File: src/rtl/pipelined_reduce_gate_pkg.sv
// Shared op encodings and group-reduction helper for the pipelined reduce gate.
package pipelined_reduce_gate_pkg;

    localparam logic [2:0] OP_AND  = 3'b000;
    localparam logic [2:0] OP_NAND = 3'b001;
    localparam logic [2:0] OP_OR   = 3'b010;
    localparam logic [2:0] OP_NOR  = 3'b011;
    localparam logic [2:0] OP_XOR  = 3'b100;
    localparam logic [2:0] OP_XNOR = 3'b101;

    // Upper bound on a leaf group; callers zero-extend their group into this width.
    localparam int MAX_GROUP_SIZE = 64;

    function automatic logic op_illegal(input logic [2:0] op);
        return op[2] & op[1];
    endfunction

    function automatic logic [2:0] reduce_group(input logic [MAX_GROUP_SIZE-1:0] vec,
                                                input int width);
        logic and_acc;
        logic or_acc;
        logic xor_acc;
        and_acc = 1'b1;
        or_acc  = 1'b0;
        xor_acc = 1'b0;
        for (int i = 0; i < MAX_GROUP_SIZE; i++) begin
            if (i < width) begin
                and_acc = and_acc & vec[i];
                or_acc  = or_acc  | vec[i];
                xor_acc = xor_acc ^ vec[i];
            end
        end
        return {and_acc, or_acc, xor_acc};
    endfunction

endpackage

File: src/rtl/pipelined_reduce_gate_leaf.sv
// Combinational AND/OR/XOR of one GROUP_SIZE-bit leaf group.
module reduce_group_leaf
    import pipelined_reduce_gate_pkg::*;
#(
    parameter int GROUP_SIZE = 8
) (
    input  logic [GROUP_SIZE-1:0] i_vec,
    output logic                  o_and,
    output logic                  o_or,
    output logic                  o_xor
);

    logic [MAX_GROUP_SIZE-1:0] w_padded;

    assign w_padded              = MAX_GROUP_SIZE'(i_vec);
    assign {o_and, o_or, o_xor}  = reduce_group(w_padded, GROUP_SIZE);

endmodule

File: src/rtl/pipelined_reduce_gate.sv
// Two-stage registered reduction tree with valid/ready handshake and result counters.
module pipelined_reduce_gate
    import pipelined_reduce_gate_pkg::*;
#(
    parameter int                      NR_OF_INPUTS = 32,
    parameter int                      GROUP_SIZE   = 8,
    parameter logic [NR_OF_INPUTS-1:0] BUBBLES_MASK = '0,
    parameter int                      COUNT_WIDTH  = 16
) (
    input  logic                    clock,
    input  logic                    reset_n,
    input  logic                    in_valid,
    output logic                    in_ready,
    input  logic [NR_OF_INPUTS-1:0] in_data,
    input  logic [NR_OF_INPUTS-1:0] in_mask,
    input  logic [2:0]              in_op,
    output logic                    out_valid,
    input  logic                    out_ready,
    output logic                    out_result,
    output logic                    out_illegal,
    output logic [COUNT_WIDTH-1:0]  res_count,
    output logic [COUNT_WIDTH-1:0]  ones_count
);

    localparam int NR_GROUPS = NR_OF_INPUTS / GROUP_SIZE;

    logic [NR_OF_INPUTS-1:0] w_eff;
    logic [NR_GROUPS-1:0]    w_grp_and;
    logic [NR_GROUPS-1:0]    w_grp_or;
    logic [NR_GROUPS-1:0]    w_grp_xor;
    logic                    w_s2_ready;
    logic                    w_in_ready;
    logic                    w_accept;
    logic                    w_advance;
    logic                    w_drain;
    logic                    w_next_result;
    logic                    w_next_illegal;

    logic                    r_s1_valid;
    logic [NR_GROUPS-1:0]    r_s1_and;
    logic [NR_GROUPS-1:0]    r_s1_or;
    logic [NR_GROUPS-1:0]    r_s1_xor;
    logic [2:0]              r_s1_op;
    logic                    r_out_valid;
    logic                    r_out_result;
    logic                    r_out_illegal;
    logic [COUNT_WIDTH-1:0]  r_res_count;
    logic [COUNT_WIDTH-1:0]  r_ones_count;

    assign w_eff = in_data ^ in_mask ^ BUBBLES_MASK;

    for (genvar g = 0; g < NR_GROUPS; g++) begin : g_leaf
        reduce_group_leaf #(
            .GROUP_SIZE (GROUP_SIZE)
        ) u_leaf (
            .i_vec (w_eff[g*GROUP_SIZE +: GROUP_SIZE]),
            .o_and (w_grp_and[g]),
            .o_or  (w_grp_or[g]),
            .o_xor (w_grp_xor[g])
        );
    end

    // No skid buffer: in_ready ripples combinationally from out_ready.
    assign w_s2_ready = !r_out_valid | out_ready;
    assign w_in_ready = !r_s1_valid | w_s2_ready;
    assign w_accept   = in_valid & w_in_ready;
    assign w_advance  = r_s1_valid & w_s2_ready;
    assign w_drain    = r_out_valid & out_ready;

    always_ff @(posedge clock or negedge reset_n) begin
        if (!reset_n) begin
            r_s1_valid <= 1'b0;
            r_s1_and   <= '0;
            r_s1_or    <= '0;
            r_s1_xor   <= '0;
            r_s1_op    <= OP_AND;
        end else if (w_accept) begin
            r_s1_valid <= 1'b1;
            r_s1_and   <= w_grp_and;
            r_s1_or    <= w_grp_or;
            r_s1_xor   <= w_grp_xor;
            r_s1_op    <= in_op;
        end else if (w_advance) begin
            r_s1_valid <= 1'b0;
        end
    end

    always_comb begin
        w_next_result  = 1'b0;
        w_next_illegal = op_illegal(r_s1_op);
        case (r_s1_op)
            OP_AND:  w_next_result = &r_s1_and;
            OP_NAND: w_next_result = ~(&r_s1_and);
            OP_OR:   w_next_result = |r_s1_or;
            OP_NOR:  w_next_result = ~(|r_s1_or);
            OP_XOR:  w_next_result = ^r_s1_xor;
            OP_XNOR: w_next_result = ~(^r_s1_xor);
            default: w_next_result = 1'b0;
        endcase
    end

    always_ff @(posedge clock or negedge reset_n) begin
        if (!reset_n) begin
            r_out_valid   <= 1'b0;
            r_out_result  <= 1'b0;
            r_out_illegal <= 1'b0;
        end else if (w_advance) begin
            r_out_valid   <= 1'b1;
            r_out_result  <= w_next_result;
            r_out_illegal <= w_next_illegal;
        end else if (w_drain) begin
            r_out_valid   <= 1'b0;
        end
    end

    // Illegal results return 0, so they never bump ones_count.
    always_ff @(posedge clock or negedge reset_n) begin
        if (!reset_n) begin
            r_res_count  <= '0;
            r_ones_count <= '0;
        end else if (w_drain) begin
            r_res_count <= r_res_count + COUNT_WIDTH'(1);
            if (r_out_result) begin
                r_ones_count <= r_ones_count + COUNT_WIDTH'(1);
            end
        end
    end

    assign in_ready    = w_in_ready;
    assign out_valid   = r_out_valid;
    assign out_result  = r_out_result;
    assign out_illegal = r_out_illegal;
    assign res_count   = r_res_count;
    assign ones_count  = r_ones_count;

endmodule

File: config.mk
export PLATFORM = sky130hd
export DESIGN_NAME = pipelined_reduce_gate
export DESIGN_NICKNAME = d
export VERILOG_FILES = /design/src/rtl/pipelined_reduce_gate_pkg.sv /design/src/rtl/pipelined_reduce_gate_leaf.sv /design/src/rtl/pipelined_reduce_gate.sv
export SDC_FILE = /design/constraint.sdc
export NUM_CORES = 1
export LEC_CHECK = 0
export BUFFER_PORTS_ARGS = -buffer_cell sky130_fd_sc_hd__buf_2
export CELL_PAD_IN_SITES_DETAIL_PLACEMENT = 0
export CELL_PAD_IN_SITES_GLOBAL_PLACEMENT = 1
export CORE_MARGIN = 3
export CORE_UTILIZATION = 39
export CTS_BUF_LIST = sky130_fd_sc_hd__clkbuf_4 sky130_fd_sc_hd__clkbuf_8
export DETAILED_ROUTE_END_ITERATION = 10
export PLACE_DENSITY = 0.81
export SKIP_LAST_GASP = 1
export SYNTH_ARGS = -nofsm -noshare
export SYNTH_HDL_FRONTEND = slang
export SYNTH_SLANG_ARGS = --single-unit
File: constraint.sdc
create_clock -name clock -period 1.41 [get_ports clock]
set_input_delay 0.141 -clock clock [delete_from_list [all_inputs] [get_ports clock]]
set_output_delay 0.141 -clock clock [all_outputs]
set_load 0.02 [all_outputs]
==> results of run 1 <==
where the power goes:
part	switching (mW)	internal, mW	leakage, nW
clock network	0.451	0.570	0.0593
logic	0.952	1.07	1.37
registers	0.207	1.73	0.645
total	1.61	3.37	2.08
worst max-delay path by stage:
stage / slack (ps) / cells after the start / end / start
after floorplan: 2 / 5 / res_count[14] / res_count[1]
after global placement: -90 / 7 / r_s1_xor[0] / in_mask[1]
after detailed placement: -150 / 7 / r_s1_xor[1] / in_mask[9]
after CTS: 6 / 5 / ones_count[14] / ones_count[1]
after global routing: -30 / 4 / out_result / r_s1_xor[3]
final: 40 / 4 / res_count[13] / out_valid
final cells by class:
type	count	area [um2]	area share
repair buffers	130	738.2	0.1812
multi-input cells	211	1772	0.4349
well taps	99	123.9	0.03041
flip-flops and latches	51	1281	0.3145
inverters	12	45.04	0.01106
clock buffers	7	83.83	0.02058
clock inverters	1	30.03	0.007371
cell families after synthesis:
logic type	count (synthesis)
compound gates	19
mux	5
buf+inv	15
xor+xnor	81
fa+ha+maj	10
simple gates	96
flops	51
stage by stage:
stage | setup TNS, ps | util | total power, mW | worst slack (ps) | instances
2_1_floorplan | 0 | - | 3.191 | 1.645 | 277
3_3_place_gp | -332.7 | 0.5230 | 3.917 | -89.88 | 500
3_5_place_dp | -516.3 | 0.5230 | 3.971 | -152.9 | 500
4_1_cts | 0 | 0.5397 | 5.019 | 6.049 | 509
5_1_grt | -99.61 | 0.5470 | 5.340 | -27.00 | 511
6_report | 0 | 0.5470 | 4.983 | 40.20 | 511
flip-flops by register name, summed over array words and instances (netlist names):
| name | flops |
|---|---|
| ones_count | 16 |
| out_illegal | 1 |
| out_result | 1 |
| out_valid | 1 |
| r_s1_and | 4 |
| r_s1_op | 3 |
| r_s1_or | 4 |
| r_s1_valid | 1 |
| r_s1_xor | 4 |
| res_count | 16 |
what timing repair did:
item                                    4_1_cts  5_1_grt
setup buffers                                 0        2
endpoints found under the hold margin        16        0
gates resized for setup                       0        9
endpoints found under the setup margin        0       10
hold buffers                                  1        0
worst register-to-register path, stage by stage (launching register included):
cell and delay, ps:
dfrtp_2 420, and2_2 180, nand4_2 230, nor3b_1 290
xor2_1 170
synthesized netlist by cell type, drive strengths merged:
cell,number,area (um2)
a211oi,1,7.510
a41oi,1,8.760
and2,3,20.02
and3,3,18.77
and4,4,37.54
buf,3,17.52
dfrtp,51,1276
ha,10,125.1
inv,12,45.04
mux2,5,56.30
nand2,31,116.4
nand2b,4,25.02
nand3,10,50.05
nand3b,1,7.510
nand4,12,102.6
nor2,11,41.29
nor3,10,50.05
nor3b,1,7.510
nor4,2,27.53
nor4b,4,35.03
o211a,1,10.01
o21a,1,7.510
o21ai,13,65.06
o31ai,1,7.510
o41ai,1,8.760
xnor2,49,489.2
xnor3,9,202.7
xor2,23,201.4
per-layer routing:
metal / vias up / global-route usage / part of all wire
met5: - / 0 / 0
met4: 0 / 0.03966 / 0.013
met3: 7 / 0.02789 / 0.056
met2: 62 / 0.2261 / 0.50
met1: 1102 / 0.1785 / 0.43
li1: 1215 / - / -
==> metrics, run 1 <==
run status=finished clean; placed instance area=0.003895 mm2; first drt pass iteration count=4; final worst path period share=0.9715; crit end category=flop; Layout area overhead=32.79%; final WL=about 6000 um; IO buf count=106; GPL Wtd Cong=0.8136; Max Freq=0.7300 GHz; min Tclk post-route=1370 ps; Die Area=around 0.0090 mm2; TritonCTS clock tree=yes; Max stage delay on crit path=between 400 and 500 ps; simple-gate area share of the yosys netlist=0.1758; vias=2386; number of global-route vias before repair=~2300; Setup Viol. Count Final=0; CP max-delay cell=dfrtp_2; R2R setup slack=40 ps; global-route wire length before repair=between 9000 and 10000 um; ratio of cells with drive above 1 in the final layout=0.4053; Gate Count Post-Synth=approximately 280; skew final=9.717 ps; worst r2r src=out_valid; iteration-0 DRC count of the detailed router=27; Hold Path Origin=in_op[1]; remaining global-route overflow=0; Ys Warns=0; WHS Path Cells=2; Final ANT Viol Nets=0; commonest non-fill, non-tap cell in the layout=buf_2; CP Class=flop to flop; Fin. Hold Viols=0; Hold Crit Class=primary input to flop; Root Buffer=clkbuf_8; post-synthesis net count=358; Synth Area in Compound Gates=0.03752; maximum level of the CTS H-tree=2; boundary pin count=~110; CP top delay family=simple AND/OR/NAND/NOR gates; clk_lat worst skew=300 ps; initial core utilization=0.4120; Die X-Extent=about 95 um; Synth Area in XOR/XNOR=0.2912; DR DRC count=0; largest net degree at the start of global routing=20; Avg WL per Cell=11.74 um; CP startpoint kind=flop; Die H=94.70 um; Reg-to-Reg End=res_count[13]; Rows=31; Max VDD drop=0.5167 mV; filler instances=slightly below 700; Slew Viols, Final=0; commonest cells after routing, fill and taps aside=106 x buf_2, 47 x dfrtp_1, 41 x xnor2_1, 30 x nand2_1, 23 x xor2_1; hold slack=69.33 ps; Seq/Total Area, Yosys=0.4160; Worst Tran Pin Value=449.3 ps; initial antenna violation count=0; Mapped Area=0.003068 mm2; RSZ-0062 raised after global routing=yes; ANT cells=0; CTS sink count=51; Syn Area/Cell=11.08 um2; reg2reg path depth=4; Final Cell Area=0.004074 mm2; Worst-path clk slew=90 ps; Core ar.=0.007447 mm2; Worst Hold End=r_s1_op[1]; #FFs+latches synth=51; cells along the critical path=and2_2, nand4_2, nor3b_1, xor2_1; Relative slew margins=0.7005; worst-path maximum fanout=7; CP Data Arrival Time=1600 ps; Final nets=492; main combinational cell family by area after synthesis=XOR/XNOR gates; clk buf depth=2; Crit path required time=about 1600 ps; Post-DP HPWL=4937 um; vias per inst=4.669; TritonCTS Buffers=5; max_cap viols=0; Cell variety after synth=36; Buf/Inv on CP=0; Power Density=between 1000 and 1500 mW/mm2; Tot GR Track Use=0.1358; Post-Synth Adder-Cell Area=0.04078; multiplexer area fraction after synthesis=0.01835; Lkg Pwr=2.078 nW
No activity file was read; power rests on OpenSTA's default activity.
==> inputs of run 2 (changes only) <==
--- a/config.mk
+++ b/config.mk
@@ -5,14 +5,15 @@
 export SDC_FILE = /design/constraint.sdc
 export NUM_CORES = 1
 export LEC_CHECK = 0
+export ABC_AREA = 1
 export BUFFER_PORTS_ARGS = -buffer_cell sky130_fd_sc_hd__buf_2
 export CELL_PAD_IN_SITES_DETAIL_PLACEMENT = 0
 export CELL_PAD_IN_SITES_GLOBAL_PLACEMENT = 1
 export CORE_MARGIN = 3
-export CORE_UTILIZATION = 39
+export CORE_UTILIZATION = 38
 export CTS_BUF_LIST = sky130_fd_sc_hd__clkbuf_4 sky130_fd_sc_hd__clkbuf_8
 export DETAILED_ROUTE_END_ITERATION = 10
-export PLACE_DENSITY = 0.81
+export PLACE_DENSITY_LB_ADDON = 0.3
 export SKIP_LAST_GASP = 1
 export SYNTH_ARGS = -nofsm -noshare
 export SYNTH_HDL_FRONTEND = slang
==> metrics, run 2 <==
#FFs+latches synth=51 (unchanged); largest net degree at the start of global routing=23 (+15%); cell repeated most along the worst path=nor2_4; skew final=13.10 ps (+3.379 ps); WHS Path Cells=3 (+1); ANT cells=0 (unchanged); CP max-delay cell=dfrtp_1; max_cap viols=0 (unchanged); Placed Instances=800 (+60%); Relative slew margins=0.6756 (-0.02484); run status=finished clean; IO buf count=106 (unchanged); Area contributors post-synth=dfrtp_1 34%, nand2_1 25%, inv_1 8.8%, xor2_1 6.4%, xnor2_1 4.7%; Worst Hold End=r_s1_op[1]; vias=3636 (+52%); pre-CTS WS=-52.72 ps (+100.2 ps); Die Area=0.01099 mm2 (+23%); Rows=35 (+13%); Worst-path clk slew=100 ps (about the same); commonest cells after routing, fill and taps aside=243 x nand2_1, 107 x buf_2, 85 x inv_1, 46 x dfrtp_1, 33 x nand3_1; remaining global-route overflow=0 (unchanged); ys async rst share=1.000 (unchanged); Setup Viol. Count Final=0 (unchanged); Die X-Extent=104.8 um (+11%); CP Data Arrival Time=1610 ps (about the same); initial antenna violation count=0 (unchanged); crit end category=flop; Core ar.=0.009371 mm2 (+26%); min Tclk post-route=1397 ps (+27.48 ps); Max stage delay on crit path=400 ps (-20 ps); worst r2r src=res_count[0]; Reg-to-Reg End=res_count[14]; Cell variety after synth=29 (-19%); worst-path maximum fanout=3 (-4); vias per inst=4.423 (-5.3%); ratio of cells with drive above 1 in the final layout=0.2583 (-0.1470); Fin. Hold Viols=0 (unchanged); Ys Warns=0 (unchanged); DR DRC count=0 (unchanged); RSZ-0062 raised after global routing=yes; iteration-0 DRC count of the detailed router=134 (+400%); Seq/Total Area, Yosys=0.3438 (-0.07221); initial core utilization=0.3961 (-0.01583); number of global-route vias before repair=3172 (+41%); Power Density=1004 mW/mm2 (-18%); Avg WL per Cell=9.827 um (-16%); Gate Count Post-Synth=548 (+98%); Most used DFF post-synth=dfrtp_1; maximum level of the CTS H-tree=2 (unchanged); Final ANT Viol Nets=0 (unchanged); boundary pin count=107 (unchanged); Syn Area/Cell=6.774 um2 (-39%); Post-DP HPWL=6568 um (+33%); Synth top cells by count=244 x nand2_1, 87 x inv_1, 51 x dfrtp_1; reg2reg path depth=8 (+4); post-synth top area share=0.3438 (-0.07221); Lkg Pwr=2.943 nW (+42%); largest area contributor in the netlist=dfrtp_1; R2R setup slack=10 ps (-30 ps); TritonCTS clock tree=yes; filler instances=946 (+36%); commonest non-fill, non-tap cell in the layout=nand2_1; final setup margin=12.72 ps (-27.48 ps); final worst path period share=0.9910 (+0.01949); post-synthesis net count=629 (+76%); global-route wire length before repair=13030 um (+32%); CP startpoint kind=flop; cells along the critical path=ha_1, nand2_4, nor2_4, nand3_4, nor2_4, nand2_2, o21ai_2, nand2_1; CTS sink count=51 (unchanged); clk_lat worst skew=310 ps (about the same); Root Buffer=clkbuf_8; Die H=104.8 um (+11%); Slew Viols, Final=0 (unchanged); TritonCTS Buffers=5 (unchanged); CP Class=flop to flop; Post-synth EDFFs=0 (unchanged); hold slack=50.47 ps (-18.85 ps); Crit path required time=1620 ps (-20 ps); GPL Wtd Cong=0.7661 (-5.8%); final WL=8078 um (+35%); Layout area overhead=30.47%; most common cell in the netlist=nand2_1; clk buf depth=2 (unchanged); Max Freq=0.7157 GHz (-2.0%); Final nets=773 (+57%); first drt pass iteration count=4 (unchanged); Tot GR Track Use=0.1379 (+0.002091); Worst Tran Pin Value=486.6 ps (+37.25 ps); Mapped Area=0.003712 mm2 (+21%); Max VDD drop=0.5577 mV (+7.9%); Hold Crit Class=primary input to flop; Hold Path Origin=in_op[1]; Layout Cells excl Fill=822 (+61%)
[run 2: cell types whose count changed in the layout (fill, tap and decap cells not counted), sizes merged, moves of 12 or more]
cell / delta
inv: +75
nand2: +219
nor2: +12
nand3: +25
xnor2: -29
[run 2: timing repair]
| item | 4_1_cts | 5_1_grt |
|---|---|---|
| hold endpoints to repair | 19 | 0 |
| endpoints found under the setup margin | 5 | 15 |
| pin swaps | 0 | 7 |
| buffers inserted | 3 | 10 |
| resized for setup | 2 | 11 |
| hold buffers | 1 | 0 |
[run 2: metrics by stage]
step / util / total power, mW / TNS [ps] / cell area, um2
after floorplan: - / 3.074 / 0 / 3724
after global placement: 0.4866 / 3.684 / -57.25 / 4561
after detailed placement: 0.4866 / 3.729 / -241.8 / 4561
after CTS: 0.5032 / 4.802 / 0 / 4716
after global routing: 0.5168 / 5.210 / -402.0 / 4843
final: 0.5168 / 4.862 / 0 / 4843
[run 2: final cells by class]
class | count | area, um2 | area share
Multi-Input combinational cell | 407 | 2158 | 0.4456
Sequential cell | 51 | 1282 | 0.2648
Timing Repair Buffer | 139 | 790.8 | 0.1633
Inverter | 88 | 336.6 | 0.06949
Tap cell | 129 | 161.4 | 0.03332
Clock buffer | 6 | 76.32 | 0.01576
Clock inverter | 2 | 37.54 | 0.007750
[run 2: worst max path at each step]
stage	start	end	slack, ps	cells after the start
after floorplan	ones_count[3]	ones_count[15]	1	9
after global placement	in_mask[0]	r_s1_xor[0]	-30	12
after detailed placement	in_mask[16]	r_s1_xor[2]	-50	12
after CTS	ones_count[0]	ones_count[14]	30	10
after global routing	res_count[1]	res_count[14]	-100	8
final	res_count[0]	res_count[14]	10	8
[run 2: cell families (layout without fill, tap and decap cells)]
logic type | count (synthesis) | count (layout) | share of synthesized area
mux | 1 | 1 | 0.003033
flops | 51 | 51 | 0.3438
simple gates | 336 | 336 | 0.3987
fa+ha+maj | 10 | 10 | 0.03370
compound gates | 13 | 13 | 0.01820
buf+inv | 90 | 235 | 0.09167
xor+xnor | 47 | 47 | 0.1109
[run 2: worst max-delay path: cells and delay by family (launching register included)]
family | cells | cell delay (ps)
compound gates | 1 | 130
flops | 1 | 400
fa+ha+maj | 1 | 220
simple gates | 6 | 560
[run 2: report_power, final]
part / switching (mW) / internal, mW / total (mW)
sequential: 0.217 / 1.70 / 1.91
clock: 0.483 / 0.549 / 1.03
combinational: 1.12 / 0.799 / 1.92
[run 2: metal layers]
| layer | part of all wire | global-route usage | routed length, um | vias up |
|---|---|---|---|---|
| li1 | - | - | - | 1951 |
| met5 | 0 | 0 | 0 | - |
| met3 | 0.045 | 0.02100 | 362 | 5 |
| met1 | 0.46 | 0.1840 | 3736 | 1598 |
| met2 | 0.48 | 0.2374 | 3916 | 82 |
| met4 | 0.0077 | 0.02812 | 62 | 0 |
==> inputs of run 3 (changes only) <==
--- a/config.mk
+++ b/config.mk
@@ -6,13 +6,13 @@
 export NUM_CORES = 1
 export LEC_CHECK = 0
 export ABC_AREA = 1
-export BUFFER_PORTS_ARGS = -buffer_cell sky130_fd_sc_hd__buf_2
 export CELL_PAD_IN_SITES_DETAIL_PLACEMENT = 0
 export CELL_PAD_IN_SITES_GLOBAL_PLACEMENT = 1
 export CORE_MARGIN = 3
-export CORE_UTILIZATION = 38
+export CORE_UTILIZATION = 46
 export CTS_BUF_LIST = sky130_fd_sc_hd__clkbuf_4 sky130_fd_sc_hd__clkbuf_8
 export DETAILED_ROUTE_END_ITERATION = 10
+export DONT_BUFFER_PORTS = 1
 export PLACE_DENSITY_LB_ADDON = 0.3
 export SKIP_LAST_GASP = 1
 export SYNTH_ARGS = -nofsm -noshare
==> metrics, run 3 (synthesized netlist as in run 2, its figures left out) <==
Hold Crit Class=primary input to flop; initial core utilization=0.4779 (+0.08180); reg2reg path depth=9 (+1); ratio of cells with drive above 1 in the final layout=0.1383 (-0.1200); Fin. Hold Viols=0 (unchanged); Tot GR Track Use=0.1663 (+0.02836); Final Cell Area=0.004436 mm2 (-8.4%); hold slack=36.66 ps (-13.81 ps); Worst Tran Pin Value=373.8 ps (-112.8 ps); Lkg Pwr=2.566 nW (-13%); GPL Wtd Cong=0.8187 (+6.9%); commonest non-fill, non-tap cell in the layout=nand2_1; Final ANT Viol Nets=0 (unchanged); CTS sink count=51 (unchanged); Crit path required time=1620 ps (about the same); crit end category=flop; final worst path period share=1.003 (+0.01159); cell repeated most along the worst path=nor2_4; Setup TNS=-3.622 ps (-3.622 ps); skew final=11.52 ps (-1.575 ps); Relative slew margins=0.7500 (+0.07433); TritonCTS Buffers=5 (unchanged); final WL=7700 um (-4.7%); ANT cells=0 (unchanged); Post-DP HPWL=6133 um (-6.6%); Root Buffer=clkbuf_8; CP max-delay cell=dfrtp_2; cells along the critical path=nand2_8, inv_4, nand2_4, nor2_4, nand3_4, nor2_4, nand2_2, o21ai_2, nand2_1; CP startpoint kind=flop; maximum level of the CTS H-tree=2 (unchanged); CP Data Arrival Time=1620 ps (about the same); min Tclk post-route=1414 ps (+16.34 ps); Worst-path clk slew=100 ps (about the same); Max Freq=0.7074 GHz (-1.2%); Max stage delay on crit path=440 ps (+40 ps); Die H=95.84 um (-8.6%); vias=3346 (-8.0%); Rows=32 (-8.6%); Layout area overhead=19.48%; remaining global-route overflow=0 (unchanged); Final nets=680 (-12%); placed instance area=0.004074 mm2 (-11%); global-route wire length before repair=12520 um (-4.0%); commonest cells after routing, fill and taps aside=243 x nand2_1, 85 x inv_1, 46 x dfrtp_1, 39 x buf_4, 33 x nand3_1; max_cap viols=0 (unchanged); DR DRC count=0 (unchanged); Setup Viol. Count Final=1 (+1); worst-path maximum fanout=6 (+3); vias per inst=4.766 (+7.8%); Max VDD drop=0.5158 mV (-7.5%); Core ar.=0.007767 mm2 (-17%); boundary pin count=107 (unchanged); Die X-Extent=95.84 um (-8.6%); Slew Viols, Final=0 (unchanged); WHS Path Cells=2 (-1); initial antenna violation count=0 (unchanged); clk buf depth=2 (unchanged); first drt pass iteration count=4 (unchanged); clk_lat worst skew=310 ps (about the same); number of global-route vias before repair=3036 (-4.3%); largest net degree at the start of global routing=52 (+130%); final setup margin=-3.622 ps (-16.34 ps); failing checks=setup timing; run status=finished, violations left; TritonCTS clock tree=yes; Die Area=0.009184 mm2 (-16%); IO buf count=0 (-100%); Power Density=1076 mW/mm2 (+7.2%); iteration-0 DRC count of the detailed router=90 (-33%); Avg WL per Cell=10.97 um (+12%); CP Class=flop to flop; RSZ-0062 raised after global routing=yes
==> run 3: where the power goes <==
part	total [mW]	internal (mW)	switching (mW)
Clock	1.04	0.549	0.488
Combinational	1.80	0.755	1.04
Sequential	1.94	1.69	0.243
==> run 3: cell type report <==
class | instances | area [um2]
Fill cell | 738 | 3332
Multi-Input combinational cell | 407 | 2185
Sequential cell | 51 | 1282
Timing Repair Buffer | 46 | 390.4
Inverter | 88 | 336.6
Tap cell | 102 | 127.6
Clock buffer | 6 | 76.32
Clock inverter | 2 | 37.54
==> run 3: repair_timing <==
action / 4_1_cts / 5_1_grt
pin swaps: 0 / 9
hold endpoints to repair: 54 / 1
hold buffers: 5 / 1
gates resized for setup: 2 / 16
setup endpoints to repair: 5 / 12
buffers inserted: 2 / 7
==> run 3: worst paths after layout <==
check | slack, ps | end | start
worst max register to register | -4 | res_count[14] | out_valid
worst min-delay path | 40 | res_count[0] | out_ready
max in group asynchronous | 830 | out_result | reset_n
min in group asynchronous | 330 | res_count[7] | reset_n
worst max-delay path | -4 | res_count[14] | out_valid
worst min register to register | 490 | r_s1_and[1] | r_s1_and[1]
==> run 3: per-stage QoR <==
stage	std cells	worst slack, ps	utilization	power [mW]
final	702	-3.622	0.5710	4.770
after global routing	702	-105.9	0.5710	5.145
after CTS	694	11.68	0.5509	4.673
after detailed placement	679	-13.34	0.5245	3.565
after global placement	679	35.69	0.5245	3.520
after floorplan	548	0.9854	-	3.074
==> run 3: layer usage <==
layer / share of wire / track usage
met3: 0.054 / 0.03362
met5: 0 / 0
met4: 0.0086 / 0.04265
met1: 0.43 / 0.2038
met2: 0.50 / 0.2965
==> run 3: critical path, delay by kind of cell, from the launching register on <==
family / cells / cell delay, ps
buffers and inverters: 1 / 80
and+or+nand+nor: 7 / 660
AOI/OAI and AO/OA: 1 / 130
DFF: 1 / 440
